$ cat src/rtl/ddr_wb_local_bridge.sv
// Single-beat Wishbone slave that issues requests on a DDR controller local interface.
// Define DDR_WB_TIMEOUT_EN to compile in the request timeout / wb_err_o path.
module ddr_wb_local_bridge #(
    parameter int DATA_W  = 32,
    parameter int ROW_W   = 13,
    parameter int BANK_W  = 2,
    parameter int COL_W   = 8,
    parameter bit AUTOPCH = 1'b0,
    parameter int TIMEOUT = 1023
) (
    input  logic                  clk,
    input  logic                  reset_n,
    input  logic [31:0]           wb_adr_i,
    input  logic [DATA_W-1:0]     wb_dat_i,
    input  logic [DATA_W/8-1:0]   wb_sel_i,
    input  logic                  wb_we_i,
    input  logic                  wb_cyc_i,
    input  logic                  wb_stb_i,
    output logic [DATA_W-1:0]     wb_dat_o,
    output logic                  wb_ack_o,
    output logic                  wb_err_o,
    output logic                  local_read_req,
    output logic                  local_write_req,
    output logic                  local_burstbegin,
    output logic [1:0]            local_size,
    output logic                  local_autopch_req,
    output logic                  local_cs_addr,
    output logic [ROW_W-1:0]      local_row_addr,
    output logic [BANK_W-1:0]     local_bank_addr,
    output logic [COL_W-1:0]      local_col_addr,
    output logic [DATA_W-1:0]     local_wdata,
    output logic [DATA_W/8-1:0]   local_be,
    input  logic                  local_ready,
    input  logic                  local_rdata_valid,
    input  logic [DATA_W-1:0]     local_rdata,
    input  logic                  local_init_done
);
    localparam int SEL_W    = DATA_W / 8;
    localparam int COL_LSB  = 2;
    localparam int BANK_LSB = COL_LSB + COL_W;
    localparam int ROW_LSB  = BANK_LSB + BANK_W;
    localparam int ADR_TOP  = ROW_LSB + ROW_W;

    typedef enum logic [2:0] {ST_IDLE, ST_CMD, ST_RWAIT, ST_ACK, ST_ERR} state_t;

    state_t              r_state;
    logic                r_we;
    logic                r_rd_req;
    logic                r_wr_req;
    logic                r_burstbegin;
    logic                r_ack;
    logic [ROW_W-1:0]    r_row;
    logic [BANK_W-1:0]   r_bank;
    logic [COL_W-1:0]    r_col;
    logic [DATA_W-1:0]   r_wdata;
    logic [SEL_W-1:0]    r_be;
    logic [DATA_W-1:0]   r_rdata;
    logic                w_start;
    logic                w_null_wr;
    logic                w_unused;

`ifdef DDR_WB_TIMEOUT_EN
    localparam int TMO_W = $clog2(TIMEOUT + 1);
    localparam logic [TMO_W-1:0] TMO_LAST = TMO_W'(TIMEOUT - 1);
    logic [TMO_W-1:0]    r_tmo_cnt;
    logic                r_err;
    logic                w_tmo;
    assign w_tmo    = (r_tmo_cnt == TMO_LAST);
    assign wb_err_o = r_err;
    assign w_unused = ^{wb_adr_i[31:ADR_TOP], wb_adr_i[1:0]};
`else
    assign wb_err_o = 1'b0;
    assign w_unused = ^{wb_adr_i[31:ADR_TOP], wb_adr_i[1:0], TIMEOUT[0]};
`endif

    assign w_start   = wb_cyc_i & wb_stb_i & local_init_done;
    assign w_null_wr = wb_we_i & (wb_sel_i == '0);

    always_ff @(posedge clk) begin
        if (!reset_n) begin
            r_state      <= ST_IDLE;
            r_we         <= 1'b0;
            r_rd_req     <= 1'b0;
            r_wr_req     <= 1'b0;
            r_burstbegin <= 1'b0;
            r_ack        <= 1'b0;
            r_row        <= '0;
            r_bank       <= '0;
            r_col        <= '0;
            r_wdata      <= '0;
            r_be         <= '0;
            r_rdata      <= '0;
`ifdef DDR_WB_TIMEOUT_EN
            r_tmo_cnt    <= '0;
            r_err        <= 1'b0;
`endif
        end else begin
            case (r_state)
                ST_IDLE: begin
                    if (w_start) begin
                        r_row   <= wb_adr_i[ROW_LSB +: ROW_W];
                        r_bank  <= wb_adr_i[BANK_LSB +: BANK_W];
                        r_col   <= wb_adr_i[COL_LSB +: COL_W];
                        r_wdata <= wb_dat_i;
                        r_be    <= wb_sel_i;
                        r_we    <= wb_we_i;
                        if (w_null_wr) begin
                            r_state <= ST_ACK;
                        end else begin
                            r_state      <= ST_CMD;
                            r_wr_req     <= wb_we_i;
                            r_rd_req     <= ~wb_we_i;
                            r_burstbegin <= 1'b1;
`ifdef DDR_WB_TIMEOUT_EN
                            r_tmo_cnt    <= '0;
`endif
                        end
                    end
                end
                ST_CMD: begin
                    r_burstbegin <= 1'b0;
                    if (local_ready) begin
                        r_wr_req <= 1'b0;
                        r_rd_req <= 1'b0;
                        if (r_we) begin
                            r_ack   <= 1'b1;
                            r_state <= ST_ACK;
                        end else begin
                            r_state <= ST_RWAIT;
                        end
                    end
`ifdef DDR_WB_TIMEOUT_EN
                    else if (w_tmo) begin
                        r_wr_req <= 1'b0;
                        r_rd_req <= 1'b0;
                        r_err    <= 1'b1;
                        r_state  <= ST_ERR;
                    end else begin
                        r_tmo_cnt <= r_tmo_cnt + 1'b1;
                    end
`endif
                end
                ST_RWAIT: begin
                    if (local_rdata_valid) begin
                        r_rdata <= local_rdata;
                        r_ack   <= 1'b1;
                        r_state <= ST_ACK;
                    end
`ifdef DDR_WB_TIMEOUT_EN
                    else if (w_tmo) begin
                        r_err   <= 1'b1;
                        r_state <= ST_ERR;
                    end else begin
                        r_tmo_cnt <= r_tmo_cnt + 1'b1;
                    end
`endif
                end
                ST_ACK: begin
                    // A null write arrives here with ack low and spends one silent
                    // cycle, so its ack lands at the same latency as a real write.
                    if (r_ack) begin
                        r_ack   <= 1'b0;
                        r_state <= ST_IDLE;
                    end else begin
                        r_ack <= 1'b1;
                    end
                end
                ST_ERR: begin
`ifdef DDR_WB_TIMEOUT_EN
                    r_err <= 1'b0;
`endif
                    r_state <= ST_IDLE;
                end
                default: r_state <= ST_IDLE;
            endcase
        end
    end

    assign wb_dat_o          = r_rdata;
    assign wb_ack_o          = r_ack;
    assign local_read_req    = r_rd_req;
    assign local_write_req   = r_wr_req;
    assign local_burstbegin  = r_burstbegin;
    assign local_size        = 2'd1;
    assign local_autopch_req = AUTOPCH;
    assign local_cs_addr     = 1'b0;
    assign local_row_addr    = r_row;
    assign local_bank_addr   = r_bank;
    assign local_col_addr    = r_col;
    assign local_wdata       = r_wdata;
    assign local_be          = r_be;
endmodule

$ cat config.mk
export PLATFORM = sky130hd
export DESIGN_NAME = ddr_wb_local_bridge
export DESIGN_NICKNAME = d
export VERILOG_FILES = /design/src/rtl/ddr_wb_local_bridge.sv
export SDC_FILE = /design/constraint.sdc
export NUM_CORES = 1
export LEC_CHECK = 0
export CAP_MARGIN = 10
export CORE_MARGIN = 2
export CORE_UTILIZATION = 41
export DETAILED_ROUTE_END_ITERATION = 10
export PLACE_DENSITY = 0.86
export SLEW_MARGIN = 30
export SYNTH_ARGS = -nofsm -noshare
export SYNTH_HDL_FRONTEND = slang
export SYNTH_SLANG_ARGS = --single-unit
$ cat constraint.sdc
create_clock -name clk -period 3.7 [get_ports clk]
set_input_delay 0.37 -clock clk [delete_from_list [all_inputs] [get_ports clk]]
set_output_delay 0.37 -clock clk [all_outputs]
set_load 0.01 [all_outputs]
## Word level (Yosys, flattened, before mapping)

Index checks and enable logic that the tools add are counted.

- Eq/ne operators: 9
- Multiplexer cells: 22
- Bitwise logic cells: 4
- Reduce and logical (&&, ||, !) cells: 10

Operator list:

| kind | number |
|---|---|
| 1-bit 2-to-1 mux | 12 |
| 3-bit 2-to-1 mux | 4 |
| 2-bit != test (second input constant) | 6 |
| 3-bit one-hot mux with 4 select lines | 1 |
| 4-bit AND reduction | 3 |
| 3-bit by 2-bit equality test with 1-bit output (second input constant) | 2 |
| 1-bit one-hot mux with 2 select lines | 3 |
| 4-bit logical NOT | 1 |
| 2-bit AND reduction | 2 |
| 1-bit bitwise AND | 3 |
| 3-bit by 1-bit equality test with 1-bit output (second input constant) | 1 |
| 3-bit logical NOT | 1 |
| 1-bit one-hot mux with 3 select lines | 1 |
| 3-bit AND reduction | 1 |
| 3-bit nonzero test | 1 |
| 2-bit 2-to-1 mux | 1 |
| 2-bit nonzero test | 1 |
| 1-bit NOT | 1 |

- Register bits: 99
- Input bits: 108

## Longest topological paths before layout

Gate-level depths: netlist of run 1.

- Depth after elaboration: 5
- Depth in mapped cells: 8
- Mapped depth without buffers: 6

## Worst setup path before layout of run 1

OpenSTA, ideal clock, no wires.

- Path type: register -> register
- Start point: register r_state[0]
- End point: register r_state[0]
- Setup time: 0.128 ns
- Data arrival time: 1.378 ns
- Data required time: 3.572 ns
- Slack: 2.194 ns
- Cell stages (with the launch flop): 7
- Clock period less this slack: 1.506 ns
- Path through: dfxtp_1 inv_1 ha_1 nor2b_1 a2111oi_4 mux2i_1 nor2_1

- Cells in the longest elaborated chain, start to end: 3
- Elaborated cells between the ends (all ways): 10
- Those cells by class: eq/ne (7); mux (1); reduce/logical (2)

Ends and longest elaborated chain:

| what | RTL line | source |
|---|---|---|
| start, declared | 46 | `state_t r_state;` |
| start signal, assigned | 81 | `r_state <= ST_IDLE;` |
| start signal, assigned | 108 | `r_state <= ST_ACK;` |
| start signal, assigned | 110 | `r_state <= ST_CMD;` |
| 3-bit by 2-bit equality test with 1-bit output, or another cell as far along | 98 | `case (r_state)` |
| 2-bit != test (no source line) | -- |  |
| 4-bit AND reduction (no source line) | -- |  |

Parallel ways exist; a longest one is shown, timed or not.
A chain may end at the register's enable or synchronous reset.

## Final worst setup path of run 1

- Start point: register r_state[0]
- End point: register r_wdata[18], in the netlist local_wdata[18]

- Cells in the longest elaborated chain, start to end: 2

Ends and longest elaborated chain:

| what | RTL line | source |
|---|---|---|
| 3-bit logical NOT | 98 |  |
| 2-bit AND reduction (no source line) | -- |  |
| end signal, assigned | 104 | `r_wdata <= wb_dat_i;` |
| end, declared | 55 | `logic [DATA_W-1:0] r_wdata;` |

Every way passes these cells.

==> qor.txt, run 1 <==
Status -> complete, no violations
Hold WC Path Type -> reg -> reg
DRC viols -> 0
N_diodes -> 0
Leak pwr -> 2.00 nW
Max Slew Vio Count -> 0
Routed Antenna Nets -> 0
Main flop type after synthesis -> dfxtp_1
IO buf count -> 193
Ranking of synthesized cells by instance count -> nand2_1 (191), dfxtp_1 (98), a21oi_1 (97)
Gpl congestion -> 0.804
M1 WL -> 4330 um
Clk buf depth -> 2
Most common cell in the netlist -> nand2_1
Initial antenna violation count -> 0
Slew headroom -> 0.444
Worst-Margin Slew -> 0.833 ns
Vias in the first global route -> 3568
Post-CTS Hold Fix Bufs -> 0
CTS Buf Count -> 9
Post-Syn Instances -> 455
Final min period -> 2.17 ns
Die W -> 97.9 um
WL per Instance -> 14.0 um
Initial Util -> 0.419
Setup Buffers After CTS -> 0
Required time worst endpoint -> 3.98 ns
Filler cell count -> 723
Largest cells by area after synthesis -> dfxtp_1 (54%), nand2_1 (20%), a21oi_1 (13%)
DIE AREA -> 0.00959 mm2
Routed vias -> 3665
Grt total ovfl -> 0
Yosys reg bits -> 98
1st-iter DRT viols -> 101
Final setup fails -> 0
Core area -> 0.00864 mm2
Die Y -> 97.9 um
Final core utilization -> 0.672
Number of vias per cell -> 4.92
Synthesized area -> 0.00362 mm2
Skew-Pair Late Insertion Delay -> 0.35 ns
CP endpoint kind -> flop
Largest net degree at the start of global routing -> 61
WL met2 -> 5300 um
Total power -> 0.00264 W
IO Pins -> 208
Final Cycle Share -> 0.587
First-pass GRT wire length -> 16800 um
GR Util All Layers -> 0.213
RSZ-0062 raised after global routing -> no
H-tree lvl count -> 3
CTS resizes -> 0
Synthesis-to-finish area growth -> 60.3%
Num Clock Sinks -> 98
Synth top area share -> 0.542
Post-synth EDFFs -> 0
Synth async-reset ratio -> 0
Root Buffer -> clkbuf_8
PwrDens -> 455 mW/mm2
Startpoint Class -> flop
Yosys cell types -> 28
Routed wl met3 -> 543 um
Clk slew on worst S/H paths -> 0.09 ns
Sequential area share after synthesis -> 0.542
Peak supply drop -> 319 uV
Max Clk Rate -> 461 MHz
Max_cap viols -> 0
Final WL -> 10400 um
Final Hold Vio Count -> 0
Row Count -> 34
WP data arrival -> 2.45 ns
Critical setup path kind -> reg -> reg
CP Max Fanout -> 29
Fin Setup TNS -> 0 ns
Fin nets -> 744
Detailed Place HPWL -> 7650 um
Top sig layer -> met4
CTS tree -> yes
Pre-antenna DRT Iters -> 4
Clock Skew -> 0.0101 ns
Leading area contributor after synthesis -> dfxtp_1
Share of layout cells above drive strength 1 -> 0.0487
Synthesized area per cell -> 7.95 um2
Synth Warn # -> 0
Worst hold margin -> 0.455 ns
==> logic make-up (layout without fill, tap and decap cells) <==
logic type,after synthesis,count (layout),synth area share
AND/OR/NAND/NOR,205,205,0.225
AO/OA/AOI/OAI,105,105,0.163
flip-flops,98,98,0.542
buffers and inverters,39,218,0.0484
adder cells (fa/ha/maj),4,4,0.0138
other,2,5,0.00208
multiplexers,2,2,0.00553
==> worst max-delay path: stages, from the launching register on <==
cell	delay (ns)
dfxtp_1	0.35
inv_1	0.09
ha_1	0.38
inv_1	0.16
nor2_4	0.49
buf_4	0.40
nand2_1	0.10
a21oi_1	0.13
==> cell type report <==
type / count / area, um2 / share of cell area
multi-input combinational: 321 / 1500 / 0.259
timing repair buffer: 198 / 1970 / 0.339
clock inverter: 6 / 88.8 / 0.0153
sequential: 98 / 1960 / 0.338
inverter: 4 / 15.0 / 0.00259
clock buffer: 10 / 128 / 0.0220
tap: 108 / 135 / 0.0233
==> final timing paths <==
check                           slack [ns]  depth (start not counted)               to         start
worst min-delay path                  0.45                          2     wb_dat_o[16]  wb_dat_o[16]
worst min register to register        0.45                          2     wb_dat_o[16]  wb_dat_o[16]
worst max register to register        1.53                          7  local_wdata[18]    r_state[0]
worst max-delay path                  1.53                          7  local_wdata[18]    r_state[0]
==> report_power, final <==
group / switching, W / leakage [nW] / internal (W) / total, W
clock network: 0.000364 / 0.103 / 0.000383 / 0.000747
logic: 0.000342 / 1.10 / 0.000363 / 0.000705
registers: 0.0000482 / 0.794 / 0.00114 / 0.00119
==> metrics by stage <==
stage / setup slack (ns) / cells / instance area [um2]
after floorplan: 2.19 / 458 / 3630
after global placement: 1.48 / 729 / 5580
after detailed placement: 1.39 / 729 / 5590
after CTS: 1.46 / 745 / 5800
after global routing: 1.27 / 745 / 5800
final: 1.53 / 745 / 5800
==> registers in the layout (all words and copies together), names as in the netlist <==
register          count
local_bank_addr       2
wb_ack_o              1
wb_dat_o             32
local_col_addr        8
local_wdata          32
r_we                  1
local_row_addr       13
r_state               2
local_burstbegin      1
local_read_req        1
local_be              4
local_write_req       1
==> per-layer routing <==
metal  vias up  track usage
li1       1813            -
met3        24       0.0523
met5         -            0
met2       124        0.378
met4         0       0.0748
met1      1704        0.249
==> cells in the final DEF, fill, tap and decap left out, types with 2 or more instances in the layout <==
| cell type | count |
|---|---|
| a21oi_1 | 97 |
| nand2_1 | 190 |
| clkbuf_8 | 9 |
| o32ai_1 | 2 |
| clkdlybuf4s50_1 | 193 |
| inv_1 | 3 |
| conb_1 | 5 |
| buf_4 | 5 |
| dfxtp_1 | 98 |
| ha_1 | 4 |
| nor2_1 | 3 |
| bufinv_16 | 2 |
| mux2i_1 | 2 |
| nor2b_1 | 2 |
| clkinvlp_4 | 2 |
No activity file was read; power rests on OpenSTA's default activity.
==> run 2, diff against run 1 <==
- CORE_UTILIZATION: 41 -> 38
- PLACE_DENSITY: 0.86 -> 0.8
- clock period: 3.7 -> 2.01 ns (I/O delays scaled with it)
==> run 2 against run 1 <==
  * Sequential power increased by 84%
  * Die area increased by 7.6%
  * Clock skew decreased by 0.0038 ns
  * Clock power increased by 69%
  * First-iteration DRC count increased by 41%
  * Combinational power increased by 84%
  * Design area increased by 1.2%
  * Setup slack got worse by 1.3 ns
  * Global-route usage decreased by 2.1 points
  * Critical endpoint is now local_wdata[3]
==> qor.txt, run 2 (same netlist as run 1, synthesis figures left out) <==
Status -> complete, no violations (unchanged)
Die W -> 102 um (was 97.9 um)
Final WL -> 10100 um (was 10400 um)
Final setup fails -> 0 (unchanged)
Design area -> 0.00587 mm2 (was 0.00580 mm2)
WP data arrival -> 2.10 ns (was 2.45 ns)
IO Pins -> 208 (unchanged)
Grt total ovfl -> 0 (unchanged)
DRC viols -> 0 (unchanged)
Max Slew Vio Count -> 0 (unchanged)
Clock Skew -> 0.00631 ns (was 0.0101 ns)
Vias in the first global route -> 3512 (was 3568)
CTS Buf Count -> 9 (unchanged)
N_diodes -> 0 (unchanged)
Critical setup path kind -> reg -> reg (unchanged)
Core area -> 0.00924 mm2 (was 0.00864 mm2)
Clk buf depth -> 2 (unchanged)
Commonest non-fill, non-tap cell in the layout -> clkdlybuf4s50_1 (unchanged)
Detailed Place HPWL -> 7510 um (was 7650 um)
Skew-Pair Late Insertion Delay -> 0.36 ns (was 0.35 ns)
Synthesis-to-finish area growth -> 62.2% (was 60.3%)
Footprint of the multi-input gates -> 0.00150 mm2 (about the same)
Root Buffer -> clkbuf_8 (unchanged)
Final Cycle Share -> 0.901 (was 0.587)
Max_cap viols -> 0 (unchanged)
Number of vias per cell -> 4.75 (was 4.92)
Hold WC Path Type -> in -> reg (was reg -> reg)
PwrDens -> 810 mW/mm2 (was 455 mW/mm2)
Num Clock Sinks -> 98 (unchanged)
Routed vias -> 3656 (was 3665)
RSZ-0062 raised after global routing -> no (unchanged)
Fin nets -> 748 (was 744)
Layout Cells excl Fill -> 770 (was 745)
DP Area -> 0.00568 mm2 (was 0.00559 mm2)
Pre-antenna DRT Iters -> 4 (unchanged)
Peak supply drop -> 378 uV (was 319 uV)
Setup Buffers After CTS -> 0 (unchanged)
DIE AREA -> 0.0103 mm2 (was 0.00959 mm2)
GR Util All Layers -> 0.192 (was 0.213)
Post-CTS Hold Fix Bufs -> 0 (unchanged)
1st-iter DRT viols -> 142 (was 101)
Max Clk Rate -> 552 MHz (was 461 MHz)
Final setup margin -> 0.199 ns (was 1.53 ns)
Largest net degree at the start of global routing -> 53 (was 61)
Row Count -> 35 (was 34)
Worst-Margin Slew -> 0.526 ns (was 0.833 ns)
Initial Util -> 0.392 (was 0.419)
Leading cell types in the layout, fill and taps excluded -> clkdlybuf4s50_1 (193), nand2_1 (191), dfxtp_1 (98), a21oi_1 (97), clkbuf_8 (9) (was clkdlybuf4s50_1 (193), nand2_1 (190), dfxtp_1 (98), a21oi_1 (97), clkbuf_8 (9))
Pre-CTS setup slack -> 0.195 ns (was 1.39 ns)
First-pass GRT wire length -> 15900 um (was 16800 um)
Clk slew on worst S/H paths -> 0.10 ns (was 0.09 ns)
CP Max Fanout -> 52 (was 29)
Required time worst endpoint -> 2.30 ns (was 3.98 ns)
Routed Antenna Nets -> 0 (unchanged)
Die Y -> 102 um (was 97.9 um)
Leak pwr -> 2.01 nW (was 2.00 nW)
Slew headroom -> 0.649 (was 0.444)
Startpoint Class -> flop (unchanged)
Share of layout cells above drive strength 1 -> 0.0499 (was 0.0487)
CTS tree -> yes (unchanged)
Placed Cells incl. Taps -> 754 (was 729)
CTS resizes -> 0 (unchanged)
IO buf count -> 193 (unchanged)
H-tree lvl count -> 3 (unchanged)
Final Hold Vio Count -> 0 (unchanged)
Fin Setup TNS -> 0 ns (unchanged)
Area occupied by registers -> 0.00196 mm2 (unchanged)
Final min period -> 1.81 ns (was 2.17 ns)
CP endpoint kind -> flop (unchanged)
WL per Instance -> 13.2 um (was 14.0 um)
Initial antenna violation count -> 0 (unchanged)
Gpl congestion -> 0.798 (was 0.804)
Filler cell count -> 788 (was 723)
run 2: report_power, final:
part / switching (W) / leakage, nW / internal (W)
Clock: 0.000677 / 0.0877 / 0.000585
Sequential: 0.0000914 / 0.794 / 0.00210
Combinational: 0.000618 / 1.13 / 0.000686
run 2: critical path, cell delays in order, from the launching register on:
cell,delay [ns]
dfxtp_1,0.41
inv_1,0.08
ha_1,0.33
nand4_1,0.15
buf_4,0.46
nand2_1,0.13
a21oi_1,0.17
run 2: metrics by stage:
step	total power [W]	hold slack, ns	util
floorplan	0.00292	0.319	-
global placement	0.00351	0.441	0.614
detailed placement	0.00355	0.446	0.614
CTS	0.00481	0.369	0.635
global route	0.00503	0.363	0.635
finish	0.00476	0.384	0.635
run 2: cell type report:
| cell class | count | area share |
|---|---|---|
| inverters | 4 | 0.00256 |
| flip-flops and latches | 98 | 0.334 |
| well taps | 129 | 0.0275 |
| clock inverters | 5 | 0.0109 |
| clock buffers | 11 | 0.0224 |
| multi-input cells | 321 | 0.256 |
| repair buffers | 202 | 0.347 |
run 2: worst paths after layout:
path	startpoint	end	slack (ns)	depth (start not counted)
hold reg to reg	local_row_addr[3]	local_row_addr[3]	0.46	2
setup / recovery	r_state[0]	local_wdata[3]	0.20	6
hold / removal	wb_dat_i[22]	local_wdata[22]	0.38	3
setup reg to reg	r_state[0]	local_wdata[3]	0.20	6
run 2: metal layers:
metal,vias to the layer above,wire (um),track usage,part of all wire
met2,119,5080,0.327,0.50
met1,1698,4100,0.225,0.40
met5,-,0,0,0
met4,0,234,0.0790,0.023
li1,1821,-,-,-
met3,18,731,0.0552,0.072
==> run 3, diff against run 2 <==
- CORE_UTILIZATION: 38 -> 35
- PLACE_DENSITY: 0.8 -> 0.75
==> run 3 against run 2 <==
  * Combinational power about the same
  * Via count shrank 1.6%
  * Hold slack improved by 0.0016 ns
  * Maximum frequency up 5.1%
  * Core utilization is 5.3 points lower
  * Critical path type unchanged
  * Non-clock buffer count is 1 lower
  * Die area increased by 8.2%
  * Critical path depth unchanged
  * Cell count increased by 0.65%
  * Wire length rose by 3.3%
  * Sequential share of layout area is 0.32 points lower
  * Power increased by 3.6%
==> qor.txt, run 3 (same netlist as run 1, synthesis figures left out) <==
Number of vias per cell -> 4.64 (was 4.75)
Final setup margin -> 0.287 ns (was 0.199 ns)
DRC viols -> 0 (unchanged)
Fin nets -> 747 (was 748)
PwrDens -> 832 mW/mm2 (was 810 mW/mm2)
WL per Instance -> 13.5 um (was 13.2 um)
RSZ-0062 raised after global routing -> no (unchanged)
Critical setup path kind -> reg -> reg (unchanged)
Final Cycle Share -> 0.857 (was 0.901)
Skew-Pair Late Insertion Delay -> 0.35 ns (was 0.36 ns)
CTS tree -> yes (unchanged)
Final WL -> 10500 um (was 10100 um)
H-tree lvl count -> 3 (unchanged)
Sequential share of power -> 0.444 (was 0.460)
Vias in the first global route -> 3621 (was 3512)
Clk pwr share -> 0.288 (was 0.265)
Sw power -> 0.00140 W (was 0.00139 W)
Grt total ovfl -> 0 (unchanged)
Die Y -> 106 um (was 102 um)
IO buf count -> 193 (unchanged)
Startpoint Class -> flop (unchanged)
First-pass GRT wire length -> 17000 um (was 15900 um)
Commonest non-fill, non-tap cell in the layout -> clkdlybuf4s50_1 (unchanged)
Gpl congestion -> 0.717 (was 0.798)
Fin Setup TNS -> 0 ns (unchanged)
Die W -> 106 um (was 102 um)
Routed Antenna Nets -> 0 (unchanged)
GR Util All Layers -> 0.187 (was 0.192)
Core area -> 0.0102 mm2 (was 0.00924 mm2)
CP Max Fanout -> 40 (was 52)
Num Clock Sinks -> 98 (unchanged)
Post-CTS Hold Fix Bufs -> 0 (unchanged)
Status -> complete, no violations (unchanged)
Leak pwr -> 2.04 nW (was 2.01 nW)
Initial antenna violation count -> 0 (unchanged)
Share of layout cells above drive strength 1 -> 0.0501 (was 0.0499)
Filler cell count -> 919 (was 788)
Pre-CTS setup slack -> 0.223 ns (was 0.195 ns)
Sw Share -> 0.284 (was 0.291)
Row Count -> 37 (was 35)
CP endpoint kind -> flop (unchanged)
Hold WC Path Type -> in -> reg (unchanged)
Initial Util -> 0.355 (was 0.392)
CTS resizes -> 0 (unchanged)
Max Slew Vio Count -> 0 (unchanged)
Synthesis-to-finish area growth -> 63.8% (was 62.2%)
Routed vias -> 3598 (was 3656)
Max_cap viols -> 0 (unchanged)
Peak supply drop -> 556 uV (was 378 uV)
Detailed Place HPWL -> 7790 um (was 7510 um)
Footprint of the multi-input gates -> 0.00150 mm2 (unchanged)
Final setup fails -> 0 (unchanged)
Clock Skew -> 0.0123 ns (was 0.00631 ns)
Largest net degree at the start of global routing -> 61 (was 53)
Setup Buffers After CTS -> 0 (unchanged)
Clk slew on worst S/H paths -> 0.10 ns (about the same)
Clk buf depth -> 2 (unchanged)
Final min period -> 1.72 ns (was 1.81 ns)
Required time worst endpoint -> 2.28 ns (was 2.30 ns)
CTS Buf Count -> 9 (unchanged)
Root Buffer -> clkbuf_8 (unchanged)
Comb power frac -> 0.268 (was 0.274)
Final Hold Vio Count -> 0 (unchanged)
Area occupied by registers -> 0.00196 mm2 (unchanged)
1st-iter DRT viols -> 139 (was 142)
WP data arrival -> 1.99 ns (was 2.10 ns)
Leading cell types in the layout, fill and taps excluded -> clkdlybuf4s50_1 (193), nand2_1 (191), dfxtp_1 (98), a21oi_1 (97), clkbuf_8 (10) (was clkdlybuf4s50_1 (193), nand2_1 (191), dfxtp_1 (98), a21oi_1 (97), clkbuf_8 (9))
N_diodes -> 0 (unchanged)
Internal power -> 0.00353 W (was 0.00337 W)
DIE AREA -> 0.0112 mm2 (was 0.0103 mm2)
Pre-antenna DRT Iters -> 4 (unchanged)
Max Clk Rate -> 580 MHz (was 552 MHz)
IO Pins -> 208 (unchanged)
-- run 3: cell count changes in the layout (fill, tap and decap cells not counted), sizes merged --
| cell | previous run | this run |
|---|---|---|
| buf | 9 | 8 |
| clkbuf | 11 | 10 |
| bufinv | 1 | 2 |
| clkinvlp | 3 | 1 |
| clkinv | 0 | 1 |
-- run 3: final cells by class --
class,instances,share of cell area
timing repair buffer,201,0.347
tap,136,0.0287
sequential,98,0.331
multi-input combinational,321,0.253
clock inverter,5,0.0148
inverter,4,0.00253
clock buffer,10,0.0232
-- run 3: final timing paths --
check | startpoint | endpoint | slack, ns | cells past startpoint
setup / recovery | r_state[0] | local_row_addr[7] | 0.29 | 6
hold / removal | local_rdata[14] | wb_dat_o[14] | 0.39 | 3
setup reg to reg | r_state[0] | local_row_addr[7] | 0.29 | 6
hold reg to reg | local_be[0] | local_be[0] | 0.46 | 2
-- run 3: critical path: stages, from the launching register on --
cell	delay, ns
dfxtp_1	0.39
inv_1	0.08
ha_1	0.34
nand4_1	0.16
buf_4	0.38
nand2_1	0.11
a21oi_1	0.16
-- run 3: power by group through the flow --
| stage | clock network (W) | registers [W] | logic [W] |
|---|---|---|---|
| 6_report | 0.00142 | 0.00219 | 0.00132 |
| 5_1_grt | 0.00156 | 0.00221 | 0.00144 |
| 4_1_cts | 0.00147 | 0.00219 | 0.00133 |
| 3_5_place_dp | 0 | 0.00224 | 0.00133 |
| 3_3_place_gp | 0 | 0.00223 | 0.00129 |
| 2_1_floorplan | 0 | 0.00229 | 0.000627 |
-- run 3: per-stage QoR --
step / power, W / util / cells / hold slack, ns / instance area [um2]
final: 0.00493 / 0.582 / 775 / 0.385 / 5930
after global routing: 0.00521 / 0.582 / 775 / 0.377 / 5930
after floorplan: 0.00292 / - / 458 / 0.319 / 3630
after CTS: 0.00499 / 0.582 / 775 / 0.372 / 5930
after global placement: 0.00352 / 0.560 / 760 / 0.441 / 5700
after detailed placement: 0.00356 / 0.560 / 760 / 0.446 / 5700
-- run 3: per-layer routing --
metal  share of wire  vias to the layer above  GRT usage
met5               0                        -          0
met4           0.023                        0     0.0620
met3           0.063                       21     0.0507
met2            0.50                      118      0.322
met1            0.41                     1641      0.225
li1                -                     1818          -
